--- src/rtl/butterfly_stream_if.sv ---
// Operand/result stream bundle for butterfly_stream: valid/ready handshakes on both sides,
// plus the sticky overflow flag and its clear.
interface butterfly_stream_if #(
    parameter int DATA_W = 8
);
    logic                     in_valid;
    logic                     in_ready;
    logic                     inverse;
    logic signed [DATA_W-1:0] a_re;
    logic signed [DATA_W-1:0] a_im;
    logic signed [DATA_W-1:0] b_re;
    logic signed [DATA_W-1:0] b_im;
    logic signed [DATA_W-1:0] w_re;
    logic signed [DATA_W-1:0] w_im;
    logic                     out_valid;
    logic                     out_ready;
    logic        [DATA_W-1:0] y_re;
    logic        [DATA_W-1:0] y_im;
    logic        [DATA_W-1:0] z_re;
    logic        [DATA_W-1:0] z_im;
    logic                     ovf;
    logic                     ovf_clr;

    modport slave (
        input  in_valid, inverse, a_re, a_im, b_re, b_im, w_re, w_im,
        input  out_ready, ovf_clr,
        output in_ready, out_valid, y_re, y_im, z_re, z_im, ovf
    );

    modport master (
        output in_valid, inverse, a_re, a_im, b_re, b_im, w_re, w_im,
        output out_ready, ovf_clr,
        input  in_ready, out_valid, y_re, y_im, z_re, z_im, ovf
    );
endinterface

--- src/rtl/butterfly_stream.sv ---
// Three-stage streaming radix-2 butterfly: y = a + w*b, z = a - w*b, optional conj(w) and halving.
// Define BUTTERFLY_STREAM_ROUND_EN for round-half-up in place of truncation.
module butterfly_stream #(
    parameter int DATA_W    = 8,
    parameter int SCALE_OUT = 0
) (
    input logic               clk,
    input logic               reset,
    butterfly_stream_if.slave bus
);
    localparam int PW = 2 * DATA_W;
    localparam int SW = PW + 2;
    localparam int RW = DATA_W + 3;
`ifdef BUTTERFLY_STREAM_ROUND_EN
    localparam int RND_P = 1 << (DATA_W - 2);
    localparam int RND_S = 1;
`else
    localparam int RND_P = 0;
    localparam int RND_S = 0;
`endif
    localparam logic signed [RW-1:0] MAX_V = RW'((1 << (DATA_W - 1)) - 1);
    localparam logic signed [RW-1:0] MIN_V = -RW'(1 << (DATA_W - 1));

    logic advance;
    logic v1_reg;
    logic v2_reg;
    logic out_valid_reg;
    logic ovf_reg;
    logic ovf_next;
    logic ovf_set;

    logic                     inv1_reg;
    logic signed [DATA_W-1:0] a_re1_reg;
    logic signed [DATA_W-1:0] a_im1_reg;
    logic signed [DATA_W-1:0] b_re1_reg;
    logic signed [DATA_W-1:0] b_im1_reg;
    logic signed [DATA_W-1:0] w_re1_reg;
    logic signed [DATA_W-1:0] w_im1_reg;

    logic                     inv2_reg;
    logic signed [DATA_W-1:0] a_re2_reg;
    logic signed [DATA_W-1:0] a_im2_reg;

    logic signed [DATA_W-1:0] mul_x     [4];
    logic signed [DATA_W-1:0] mul_y     [4];
    logic signed [PW-1:0]     prod_next [4];
    logic signed [PW-1:0]     prod_reg  [4];

    logic signed [SW-1:0]     p_re_sum;
    logic signed [SW-1:0]     p_im_sum;
    logic signed [RW-1:0]     p_re_q;
    logic signed [RW-1:0]     p_im_q;
    logic signed [RW-1:0]     a_re_x;
    logic signed [RW-1:0]     a_im_x;
    logic signed [RW-1:0]     pre       [4];
    logic signed [RW-1:0]     scaled    [4];
    logic [3:0]               clip;
    logic [DATA_W-1:0]        res_next  [4];
    logic [DATA_W-1:0]        res_reg   [4];

    // Every stage moves in lockstep; a full output register blocks the whole pipe.
    assign advance = !out_valid_reg || bus.out_ready;

    // Product order: re*re, im*im, re*im (w_re*b_im), im*re (w_im*b_re).
    assign mul_x[0] = w_re1_reg;
    assign mul_y[0] = b_re1_reg;
    assign mul_x[1] = w_im1_reg;
    assign mul_y[1] = b_im1_reg;
    assign mul_x[2] = w_re1_reg;
    assign mul_y[2] = b_im1_reg;
    assign mul_x[3] = w_im1_reg;
    assign mul_y[3] = b_re1_reg;

    // Full 2*DATA_W products so that (-1)*(-1) is representable.
    generate
        for (genvar gi = 0; gi < 4; gi++) begin : g_mul
            assign prod_next[gi] = PW'(mul_x[gi]) * PW'(mul_y[gi]);
        end
    endgenerate

    assign p_re_sum = inv2_reg ? (SW'(prod_reg[0]) + SW'(prod_reg[1]))
                               : (SW'(prod_reg[0]) - SW'(prod_reg[1]));
    assign p_im_sum = inv2_reg ? (SW'(prod_reg[2]) - SW'(prod_reg[3]))
                               : (SW'(prod_reg[2]) + SW'(prod_reg[3]));

    // Back to Q1.(DATA_W-1) scale with two guard bits of integer headroom.
    assign p_re_q = RW'((p_re_sum + SW'(RND_P)) >>> (DATA_W - 1));
    assign p_im_q = RW'((p_im_sum + SW'(RND_P)) >>> (DATA_W - 1));

    assign a_re_x = RW'(a_re2_reg);
    assign a_im_x = RW'(a_im2_reg);

    assign pre[0] = a_re_x + p_re_q;
    assign pre[1] = a_im_x + p_im_q;
    assign pre[2] = a_re_x - p_re_q;
    assign pre[3] = a_im_x - p_im_q;

    generate
        for (genvar gi = 0; gi < 4; gi++) begin : g_out
            if (SCALE_OUT != 0) begin : g_scale
                assign scaled[gi] = (pre[gi] + RW'(RND_S)) >>> 1;
            end else begin : g_noscale
                assign scaled[gi] = pre[gi];
            end
            assign clip[gi]     = (scaled[gi] > MAX_V) || (scaled[gi] < MIN_V);
            assign res_next[gi] = (scaled[gi] > MAX_V) ? MAX_V[DATA_W-1:0] :
                                  (scaled[gi] < MIN_V) ? MIN_V[DATA_W-1:0] :
                                                         scaled[gi][DATA_W-1:0];
        end
    endgenerate

    // A clamp on a result being loaded wins over a simultaneous clear.
    assign ovf_set = advance && v2_reg && (|clip);

    always_comb begin
        ovf_next = ovf_reg;
        if (ovf_set) begin
            ovf_next = 1'b1;
        end else if (bus.ovf_clr) begin
            ovf_next = 1'b0;
        end
    end

    always_ff @(posedge clk) begin
        if (reset) begin
            v1_reg        <= 1'b0;
            v2_reg        <= 1'b0;
            out_valid_reg <= 1'b0;
            ovf_reg       <= 1'b0;
            for (int i = 0; i < 4; i++) begin
                res_reg[i] <= '0;
            end
        end else begin
            ovf_reg <= ovf_next;
            if (advance) begin
                v1_reg        <= bus.in_valid;
                v2_reg        <= v1_reg;
                out_valid_reg <= v2_reg;
                if (v2_reg) begin
                    for (int i = 0; i < 4; i++) begin
                        res_reg[i] <= res_next[i];
                    end
                end
            end
        end
    end

    // Datapath registers need no reset: their valid bits qualify them.
    always_ff @(posedge clk) begin
        if (advance) begin
            if (bus.in_valid) begin
                inv1_reg  <= bus.inverse;
                a_re1_reg <= bus.a_re;
                a_im1_reg <= bus.a_im;
                b_re1_reg <= bus.b_re;
                b_im1_reg <= bus.b_im;
                w_re1_reg <= bus.w_re;
                w_im1_reg <= bus.w_im;
            end
            if (v1_reg) begin
                inv2_reg  <= inv1_reg;
                a_re2_reg <= a_re1_reg;
                a_im2_reg <= a_im1_reg;
                for (int i = 0; i < 4; i++) begin
                    prod_reg[i] <= prod_next[i];
                end
            end
        end
    end

    assign bus.in_ready  = advance;
    assign bus.out_valid = out_valid_reg;
    assign bus.y_re      = res_reg[0];
    assign bus.y_im      = res_reg[1];
    assign bus.z_re      = res_reg[2];
    assign bus.z_im      = res_reg[3];
    assign bus.ovf       = ovf_reg;
endmodule

--- src/flat_wrapper.sv ---
// flat-port wrapper written by rule: the top's interface ports become plain ports
module butterfly_stream_flat 
#(
    parameter int DATA_W    = 8,
    parameter int SCALE_OUT = 0
)
  (clk, reset, bus_in_valid, bus_inverse, bus_a_re, bus_a_im, bus_b_re, bus_b_im, bus_w_re, bus_w_im, bus_out_ready, bus_ovf_clr, bus_in_ready, bus_out_valid, bus_y_re, bus_y_im, bus_z_re, bus_z_im, bus_ovf);
  butterfly_stream_if #(.DATA_W(DATA_W)) bus_i ();
  input logic clk;
  input logic reset;
  input wire logic [$bits(bus_i.in_valid)-1:0] bus_in_valid;
  input wire logic [$bits(bus_i.inverse)-1:0] bus_inverse;
  input wire logic [$bits(bus_i.a_re)-1:0] bus_a_re;
  input wire logic [$bits(bus_i.a_im)-1:0] bus_a_im;
  input wire logic [$bits(bus_i.b_re)-1:0] bus_b_re;
  input wire logic [$bits(bus_i.b_im)-1:0] bus_b_im;
  input wire logic [$bits(bus_i.w_re)-1:0] bus_w_re;
  input wire logic [$bits(bus_i.w_im)-1:0] bus_w_im;
  input wire logic [$bits(bus_i.out_ready)-1:0] bus_out_ready;
  input wire logic [$bits(bus_i.ovf_clr)-1:0] bus_ovf_clr;
  output wire logic [$bits(bus_i.in_ready)-1:0] bus_in_ready;
  output wire logic [$bits(bus_i.out_valid)-1:0] bus_out_valid;
  output wire logic [$bits(bus_i.y_re)-1:0] bus_y_re;
  output wire logic [$bits(bus_i.y_im)-1:0] bus_y_im;
  output wire logic [$bits(bus_i.z_re)-1:0] bus_z_re;
  output wire logic [$bits(bus_i.z_im)-1:0] bus_z_im;
  output wire logic [$bits(bus_i.ovf)-1:0] bus_ovf;
  assign bus_i.in_valid = bus_in_valid;
  assign bus_i.inverse = bus_inverse;
  assign bus_i.a_re = bus_a_re;
  assign bus_i.a_im = bus_a_im;
  assign bus_i.b_re = bus_b_re;
  assign bus_i.b_im = bus_b_im;
  assign bus_i.w_re = bus_w_re;
  assign bus_i.w_im = bus_w_im;
  assign bus_i.out_ready = bus_out_ready;
  assign bus_i.ovf_clr = bus_ovf_clr;
  assign bus_in_ready = bus_i.in_ready;
  assign bus_out_valid = bus_i.out_valid;
  assign bus_y_re = bus_i.y_re;
  assign bus_y_im = bus_i.y_im;
  assign bus_z_re = bus_i.z_re;
  assign bus_z_im = bus_i.z_im;
  assign bus_ovf = bus_i.ovf;
  butterfly_stream #(.DATA_W(DATA_W), .SCALE_OUT(SCALE_OUT)) u_core (.clk(clk), .reset(reset), .bus(bus_i));
endmodule
--- config.mk ---
export PLATFORM = sky130hd
export DESIGN_NAME = butterfly_stream_flat
export DESIGN_NICKNAME = d
export VERILOG_FILES = /design/src/rtl/butterfly_stream_if.sv /design/src/rtl/butterfly_stream.sv /design/src/flat_wrapper.sv
export SDC_FILE = /design/constraint.sdc
export NUM_CORES = 1
export LEC_CHECK = 0
export BUFFER_PORTS_ARGS = -buffer_cell sky130_fd_sc_hd__buf_4
export CORE_ASPECT_RATIO = 1.25
export CORE_MARGIN = 8
export CORE_UTILIZATION = 50
export DETAILED_ROUTE_END_ITERATION = 10
export PLACE_DENSITY = 0.73
export SLEW_MARGIN = 20
export SYNTH_ARGS = -nofsm -noshare
export SYNTH_HDL_FRONTEND = slang
export SYNTH_SLANG_ARGS = --single-unit
--- constraint.sdc ---
create_clock -name clk -period 6.3 [get_ports clk]
set_clock_uncertainty 0.15 [all_clocks]
set_input_delay 0 -clock clk [delete_from_list [all_inputs] [get_ports clk]]
set_output_delay 0 -clock clk [all_outputs]
set_load 0.01 [all_outputs]
==> impl_metrics.ini, run 1 <==
[setup_path]
path_class = register to register
cp_max_fo = 5
arrival_ps = 5730
r2r_slack_ps = 630
cp-end-kind = register
r2r_cells = 22
required_ps = 6360
r2r-start = u_core.prod_reg[1][0]
start_kind = register
r2r-end = u_core.res_reg[0][6]

[worst_hold_path]
hold_end = u_core.b_re1_reg[4]
hold_path_class = input port to register
min_from = bus_b_re[4]
hold_depth = 2

[grt]
grt_pass1_vias = 13800
grt_pass1_wl_mm = 66.9
overflow = 0
antenna_found_initial = 0
grt_max_degree = 83
grt_usage = 0.190

[route]
routed_via_density = 5.30
final_antenna_net_count = 0
drc = 0
drt_iter0_drc = 809
postRouteWirelength_mm = 39.8
first_pass_iters = 5
vias = 13000
wl_per_cell_um = 16.2

[logic_synthesis]
synth_cells = 1840
yosysWarnings = 0
ys_seq_area_frac = 0.265
ys_async_sr_fraction = 0
syn_nets = 2308
synth_edf_count = 162
syn_avg_cell_area_um2 = 10.2
synth-seq-cells = 166
synth_cell_types = 72
synth_area_um2 = 18700
synthFlopType = edfxtp_1

[die]
die_area_um2 = 43800
start_util = 0.504
pin_count = 89
fp.dieW_um = 189
num_rows = 79
die_y_um = 232
core-area_um2 = 37100

[cts]
cts_tree = yes
clock_latency_ps = 450
path_clk_slew_ps = 70
clk_path_buf_depth = 2
numCtsBuffers = 17
cts-root-buf = clkbuf_16
ctsResizeCount = 0
post_cts_buffers = 0
htreeDepth = 4
clkSinkCount = 166
hold_buffers = 55

[sta]
fmax_mhz = 176
max_slew_margin = 0.292
max_slew.worst_pin.slew_ps = 1060
rsz0062_at_grt = false
fin_setup_tns_ps = 0
drv_slew = 0
finalCritPeriodShare = 0.900
setup_viol = 0
hold_viol = 0
finalCriticalPeriod_ps = 5670

[cells_and_area]
fillerInstances = 3137
largest_register_ffs = 64
layout_common_cells = inv_1, fa_1, ha_1
syn2layout_area_growth_pct = 12.1
drive_above_1_share = 0.0780
n_antenna_cell = 0
final_common_cell = inv_1
final_nets = 2429

[placed_design]
port_buffers = 88
hpwl_mm = 31.1
gp_congestion = 0.872

[run_status]
status = finished clean

[run]
max_cap_viol_count = 0
[worst max path at each step]
stage | from | end | slack (ps) | depth (start not counted)
2_1_floorplan | u_core.prod_reg[3][0] | u_core.res_reg[3][2] | 1210 | 24
3_3_place_gp | u_core.prod_reg[1][4] | u_core.res_reg[0][6] | 870 | 20
3_5_place_dp | u_core.prod_reg[1][0] | u_core.res_reg[0][5] | 690 | 22
4_1_cts | u_core.prod_reg[1][0] | u_core.res_reg[0][5] | 670 | 22
5_1_grt | u_core.prod_reg[3][1] | u_core.res_reg[3][5] | 100 | 23
6_report | u_core.prod_reg[1][0] | u_core.res_reg[0][6] | 630 | 22
[through the flow]
stage	cell area, µm²	util	setup WS, ps	std cells	hold WS (ps)
2_1_floorplan	18700	-	1210	1840	-80.9
3_3_place_gp	19800	0.535	874	2373	28.2
3_5_place_dp	19800	0.535	688	2373	29.3
4_1_cts	20900	0.565	666	2460	93.9
5_1_grt	20900	0.565	96.1	2460	97.1
6_report	20900	0.565	630	2460	110
[critical path, cell delays in order, from the launching register on]
cell and delay [ps]:
edfxtp_1 450, inv_1 90, ha_1 180, nand2_1 80, or3_1 340, nor4_1 460, a21oi_1 180, xor2_1 170
ha_1 320, or3_1 350, o21ai_0 70, a21oi_1 80, a21oi_1 240, o21ba_2 190, xnor2_1 140, ha_1 290
nand2b_1 120, nor3_1 50, a2111oi_0 450, o211ai_1 210, o31ai_2 440, nor2_1 170, a21o_1 190
[cell families (layout without fill, tap and decap cells)]
kind of cell,after synthesis,in the layout,share of synthesized area
adder cells (fa/ha/maj),414,414,0.367
multiplexers,6,6,0.00335
buffers and inverters,367,501,0.0746
XOR/XNOR,130,130,0.0614
flip-flops,166,166,0.265
AND/OR/NAND/NOR,532,532,0.151
AO/OA/AOI/OAI,225,225,0.0780
[metal layers]
layer	track usage	part of all wire	vias to the layer above
li1	-	-	6221
met1	0.222	0.41	6437
met2	0.345	0.52	320
met3	0.0365	0.050	58
met4	0.0621	0.027	0
met5	0	0	-
[layout make-up]
class                      count  area [µm²]  share of cell area
multi-input combinational   1307       12300               0.590
tap                          486         608              0.0291
sequential                   166        4940               0.236
clock buffer                  17         425              0.0203
inverter                     317        1190              0.0569
timing repair buffer         152        1280              0.0611
clock inverter                15         141             0.00676
[Yosys cell counts (7+ instances only)]
master | number | share of area
a211oi_1 | 10 | 0.0040
a21o_1 | 14 | 0.0056
a21oi_1 | 60 | 0.016
a31oi_1 | 12 | 0.0040
and2_1 | 159 | 0.053
and3_1 | 8 | 0.0027
buf_2 | 7 | 0.0019
clkbuf_1 | 41 | 0.0082
edfxtp_1 | 162 | 0.26
fa_1 | 224 | 0.24
ha_1 | 190 | 0.13
inv_1 | 315 | 0.063
nand2_1 | 105 | 0.021
nand2b_1 | 39 | 0.013
nand3_1 | 16 | 0.0043
nor2_1 | 96 | 0.019
nor2b_1 | 17 | 0.0057
nor3_1 | 40 | 0.011
nor4_1 | 8 | 0.0027
o21a_1 | 10 | 0.0040
o21ai_0 | 35 | 0.0094
o21ai_1 | 20 | 0.0054
or2_2 | 8 | 0.0027
or3_1 | 11 | 0.0037
xnor2_1 | 101 | 0.047
xor2_1 | 28 | 0.013
Power of run 1 is not shown: default switching activity piles up to over one toggle a cycle in this logic, so the estimate is an artifact.
==> inputs of run 2 (changes only) <==
--- a/config.mk
+++ b/config.mk
@@ -5,12 +5,12 @@
 export SDC_FILE = /design/constraint.sdc
 export NUM_CORES = 1
 export LEC_CHECK = 0
-export BUFFER_PORTS_ARGS = -buffer_cell sky130_fd_sc_hd__buf_4
 export CORE_ASPECT_RATIO = 1.25
 export CORE_MARGIN = 8
 export CORE_UTILIZATION = 50
 export DETAILED_ROUTE_END_ITERATION = 10
-export PLACE_DENSITY = 0.73
+export DONT_BUFFER_PORTS = 1
+export PLACE_DENSITY = 0.71
 export SLEW_MARGIN = 20
 export SYNTH_ARGS = -nofsm -noshare
 export SYNTH_HDL_FRONTEND = slang
==> run 2 against run 1 <==
  * Sequential share of layout area is 0.71 points higher
  * Register-to-register slack worse by 40 ps
  * Largest cell class unchanged
  * Critical path depth stayed put
  * Wire length is 0.82% higher
  * Utilization is 1.7 points lower
  * Global-route usage is 0.23 points lower
  * Design area is 2.9% lower
==> impl_metrics.ini, run 2 (synthesized netlist as in run 1, its figures left out) <==
[placed_design]
dpl_cell_area_um2 = 19100
hpwl_mm = 31.1
port_buffers = 0
gp_congestion = 0.892

[cells_and_area]
drive_above_1_share = 0.0351
layout_common_cells = inv_1, fa_1, ha_1
n_antenna_cell = 0
final_common_cell = inv_1
largest_register_ffs = 64
final_area_um2 = 20300
syn2layout_area_growth_pct = 8.79
final_nets = 2338

[grt]
overflow = 0
met2_usage = 0.336
grt_busiest_layer = met2
grt_max_degree = 83
antenna_found_initial = 1
grtUsageMet3 = 0.0340
gr-usage-met1 = 0.217
grt_pass1_wl_mm = 65.7
grt_usage = 0.187
grt_pass1_vias = 13500

[sta]
drv_slew = 0
fmax_mhz = 175
max_slew_margin = 0.438
hold_viol = 0
finalCriticalPeriod_ps = 5700
fin_setup_tns_ps = 0
max_slew.worst_pin.slew_ps = 842
finalCritPeriodShare = 0.906
setup_viol = 0
rsz0062_at_grt = false

[route]
postRouteWirelength_mm = 40.1
wl_per_cell_um = 16.9
drt_iter0_drc = 684
first_pass_iters = 5
routed_via_density = 5.40
drc = 0
vias = 12800
final_antenna_net_count = 0

[cts]
clock_latency_ps = 450
clkSinkCount = 166
path_clk_slew_ps = 80
numCtsBuffers = 17
cts_tree = yes
clk_path_buf_depth = 2
htreeDepth = 4
cts-root-buf = clkbuf_16

[worst_hold_path]
hold_end = u_core.b_re1_reg[7]
min_from = bus_b_re[7]
hold_path_class = input port to register
hold_depth = 1

[die]
pin_count = 89
num_rows = 79
die_area_um2 = 43800
core-area_um2 = 37100
die_y_um = 232
start_util = 0.504
fp.dieW_um = 189

[run]
max_cap_viol_count = 0

[setup_path]
crit_slowest_cell = edfxtp_1
r2r_cells = 22
r2r-start = u_core.prod_reg[1][0]
path_class = register to register
critical-path-max-stage-delay_ps = 470
worstPathCellList = inv_1 > ha_1 > nand2_1 > or3_1 > nor4_1 > a21oi_1 > xor2_1 > ha_1 > or3_1 > o21ai_0 > a21oi_1 > a21oi_1 > o21ba_2 > xnor2_1 > ha_1 > inv_1 > and3_1 > a2111oi_0 > o211ai_1 > a31oi_1 > nor2_1 > a21o_1
r2r_slack_ps = 600
arrival_ps = 5750
start_kind = register
cp-end-kind = register
r2r-end = u_core.res_reg[0][4]
cp_max_fo = 5
required_ps = 6350

[run_status]
status = finished clean
## run 2: repair_timing
action,4_1_cts,5_1_grt
hold endpoints to repair,110,0
endpoints found under the setup margin,0,5
setup buffers,0,0
resized for setup,0,1
hold buffers,53,0
## run 2: critical path, delay by kind of cell, from the launching register on
kind / cells / cell delay, ps
buffers and inverters: 2 / 190
and+or+nand+nor: 6 / 1570
AOI/OAI and AO/OA: 9 / 1980
xor gates and xnor gates: 2 / 260
DFF: 1 / 470
adders and majority gates: 3 / 840
## run 2: final cells by class
cell class | instances | area (µm²)
clock buffers | 20 | 447
clock inverters | 12 | 170
fillers | 3206 | 16700
inverters | 317 | 1190
multi-input cells | 1307 | 12300
flip-flops and latches | 166 | 4940
well taps | 486 | 608
repair buffers | 61 | 611
## run 2: routing by layer
| metal | vias up | share of wire | wire (µm) |
|---|---|---|---|
| li1 | 6037 | - | - |
| met1 | 6347 | 0.40 | 16100 |
| met2 | 329 | 0.51 | 20400 |
| met3 | 77 | 0.049 | 1960 |
| met4 | 2 | 0.039 | 1580 |
| met5 | - | 0.00042 | 17 |
## run 2: worst max-delay path by stage
| stage | cells past startpoint | from | end |
|---|---|---|---|
| floorplan | 24 | u_core.prod_reg[3][0] | u_core.res_reg[3][2] |
| global placement | 20 | u_core.prod_reg[1][4] | u_core.res_reg[0][6] |
| detailed placement | 20 | u_core.prod_reg[1][4] | u_core.res_reg[0][2] |
| global route | 23 | u_core.prod_reg[3][1] | u_core.res_reg[3][4] |
| CTS | 20 | u_core.prod_reg[1][4] | u_core.res_reg[0][4] |
| finish | 22 | u_core.prod_reg[1][0] | u_core.res_reg[0][4] |
## run 2: through the flow
step                      std cells  worst slack, ps   util  hold WS, ps
after floorplan                1840             1210      -        -80.9
after global placement         2283              864  0.516        -77.3
after detailed placement       2283              607  0.516        -75.1
after CTS                      2368              531  0.547         2.98
after global routing           2369             87.8  0.548         5.35
final                          2369              595  0.548         27.3
Power of run 2 is left out for the same reason.
==> inputs of run 3 (changes only) <==
==> constraint.sdc (replaced) <==
create_clock -name clk -period 6.3 [get_ports clk]
set_clock_uncertainty 0.15 [all_clocks]
set_input_delay 0.315 -clock clk [delete_from_list [all_inputs] [get_ports clk]]
set_output_delay 0.315 -clock clk [all_outputs]
set_load 0.01 [all_outputs]
==> run 3 against run 2 <==
  * Global-route usage barely moved
  * Highest routed layer unchanged
  * Utilization about the same
  * Clock-buffer cell count stayed put
  * Fmax up 0.30%
  * Final cell count about the same
  * Critical path depth unchanged
  * Setup slack better by 17 ps
  * Register-to-register slack better by 20 ps
  * Sequential share of layout area is essentially flat
==> impl_metrics.ini, run 3 (synthesized netlist as in run 1, its figures left out) <==
[sta]
drv_slew = 0
rsz0062_at_grt = false
fmax_mhz = 176
setup_viol = 0
hold_viol = 0
finalCriticalPeriod_ps = 5690
holdWs_ps = 37.2
max_slew.worst_pin.slew_ps = 842
max_slew_margin = 0.439
fin_setup_tns_ps = 0
finalCritPeriodShare = 0.903

[die]
start_util = 0.504
core-area_um2 = 37100
pin_count = 89
die_y_um = 232
num_rows = 79
die_area_um2 = 43800
fp.dieW_um = 189

[setup_path]
cp-end-kind = register
cp_max_fo = 5
required_ps = 6350
path_class = register to register
start_kind = register
arrival_ps = 5740

[placed_design]
gp_congestion = 0.892
port_buffers = 0
dp_cells = 2283
hpwl_mm = 31.1

[route]
first_pass_iters = 7
postRouteWirelength_mm = 40.0
drc = 0
routed_via_density = 5.39
final_antenna_net_count = 0
drt_iter0_drc = 625
wl_per_cell_um = 16.9
vias = 12800

[grt]
grt_pass1_wl_mm = 65.7
antenna_found_initial = 1
overflow = 0
grt_max_degree = 83
grt_usage = 0.187
grt_pass1_vias = 13500

[cells_and_area]
utilization = 0.548
instances_no_fill = 2368
largest_register_ffs = 64
final_nets = 2337
fillerInstances = 3207
layout_common_cells = inv_1, fa_1, ha_1
final_common_cell = inv_1
syn2layout_area_growth_pct = 8.74
drive_above_1_share = 0.0351
n_antenna_cell = 0

[cts]
cts_tree = yes
cts-root-buf = clkbuf_16
clkSinkCount = 166
path_clk_slew_ps = 70
clock_latency_ps = 450
post_cts_buffers = 0
clk_path_buf_depth = 2
numCtsBuffers = 17
htreeDepth = 4

[run_status]
status = finished clean

[run]
max_cap_viol_count = 0

[worst_hold_path]
hold_path_class = input port to register
run 3: cell count changes in the layout (fill, tap and decap cells not counted), sizes merged:
cell,previous run,this run
dlygate4sd3,53,52
run 3: worst paths after layout:
kind / startpoint / end / slack (ps) / depth (start not counted)
worst max-delay path: u_core.prod_reg[1][0] / u_core.res_reg[0][4] / 610 / 22
worst min-delay path: reset / u_core.bus.ovf / 40 / 3
worst max register to register: u_core.prod_reg[1][0] / u_core.res_reg[0][4] / 610 / 22
worst min register to register: u_core.a_re1_reg[5] / u_core.a_re2_reg[5] / 270 / 0
run 3: layer usage:
layer | vias up | GRT usage | routed length [µm]
met5 | - | 0 | 17
met4 | 2 | 0.0812 | 1560
met3 | 73 | 0.0344 | 1820
met2 | 311 | 0.336 | 20400
met1 | 6345 | 0.216 | 16200
li1 | 6039 | - | -
run 3: layout make-up:
cell class | instances | area, µm² | share of cell area
clock buffer | 20 | 447 | 0.0220
clock inverter | 12 | 170 | 0.00838
inverter | 317 | 1190 | 0.0586
multi-input combinational | 1307 | 12300 | 0.608
sequential | 166 | 4940 | 0.243
tap | 486 | 608 | 0.0299
timing repair buffer | 60 | 601 | 0.0296
run 3: repair_timing:
item | CTS | global route
endpoints found under the hold margin | 53 | 0
hold buffers | 52 | 0
setup endpoints to repair | 0 | 5
gates resized for setup | 0 | 1
run 3: stage by stage:
| step | cell area, µm² | worst slack, ps |
|---|---|---|
| after floorplan | 18700 | 1210 |
| after global placement | 19100 | 864 |
| after detailed placement | 19100 | 607 |
| after CTS | 20300 | 531 |
| after global routing | 20300 | 87.8 |
| final | 20300 | 613 |
run 3: critical path, stage by stage, from the launching register on:
cell	delay, ps
edfxtp_1	470
inv_1	100
ha_1	190
nand2_1	70
or3_1	340
nor4_1	450
a21oi_1	160
xor2_1	180
ha_1	320
or3_1	340
o21ai_0	70
a21oi_1	80
a21oi_1	240
o21ba_2	190
xnor2_1	80
ha_1	330
inv_1	90
and3_1	160
a2111oi_0	370
o211ai_1	210
a31oi_1	440
nor2_1	210
a21o_1	210
Power of run 3 is left out for the same reason.
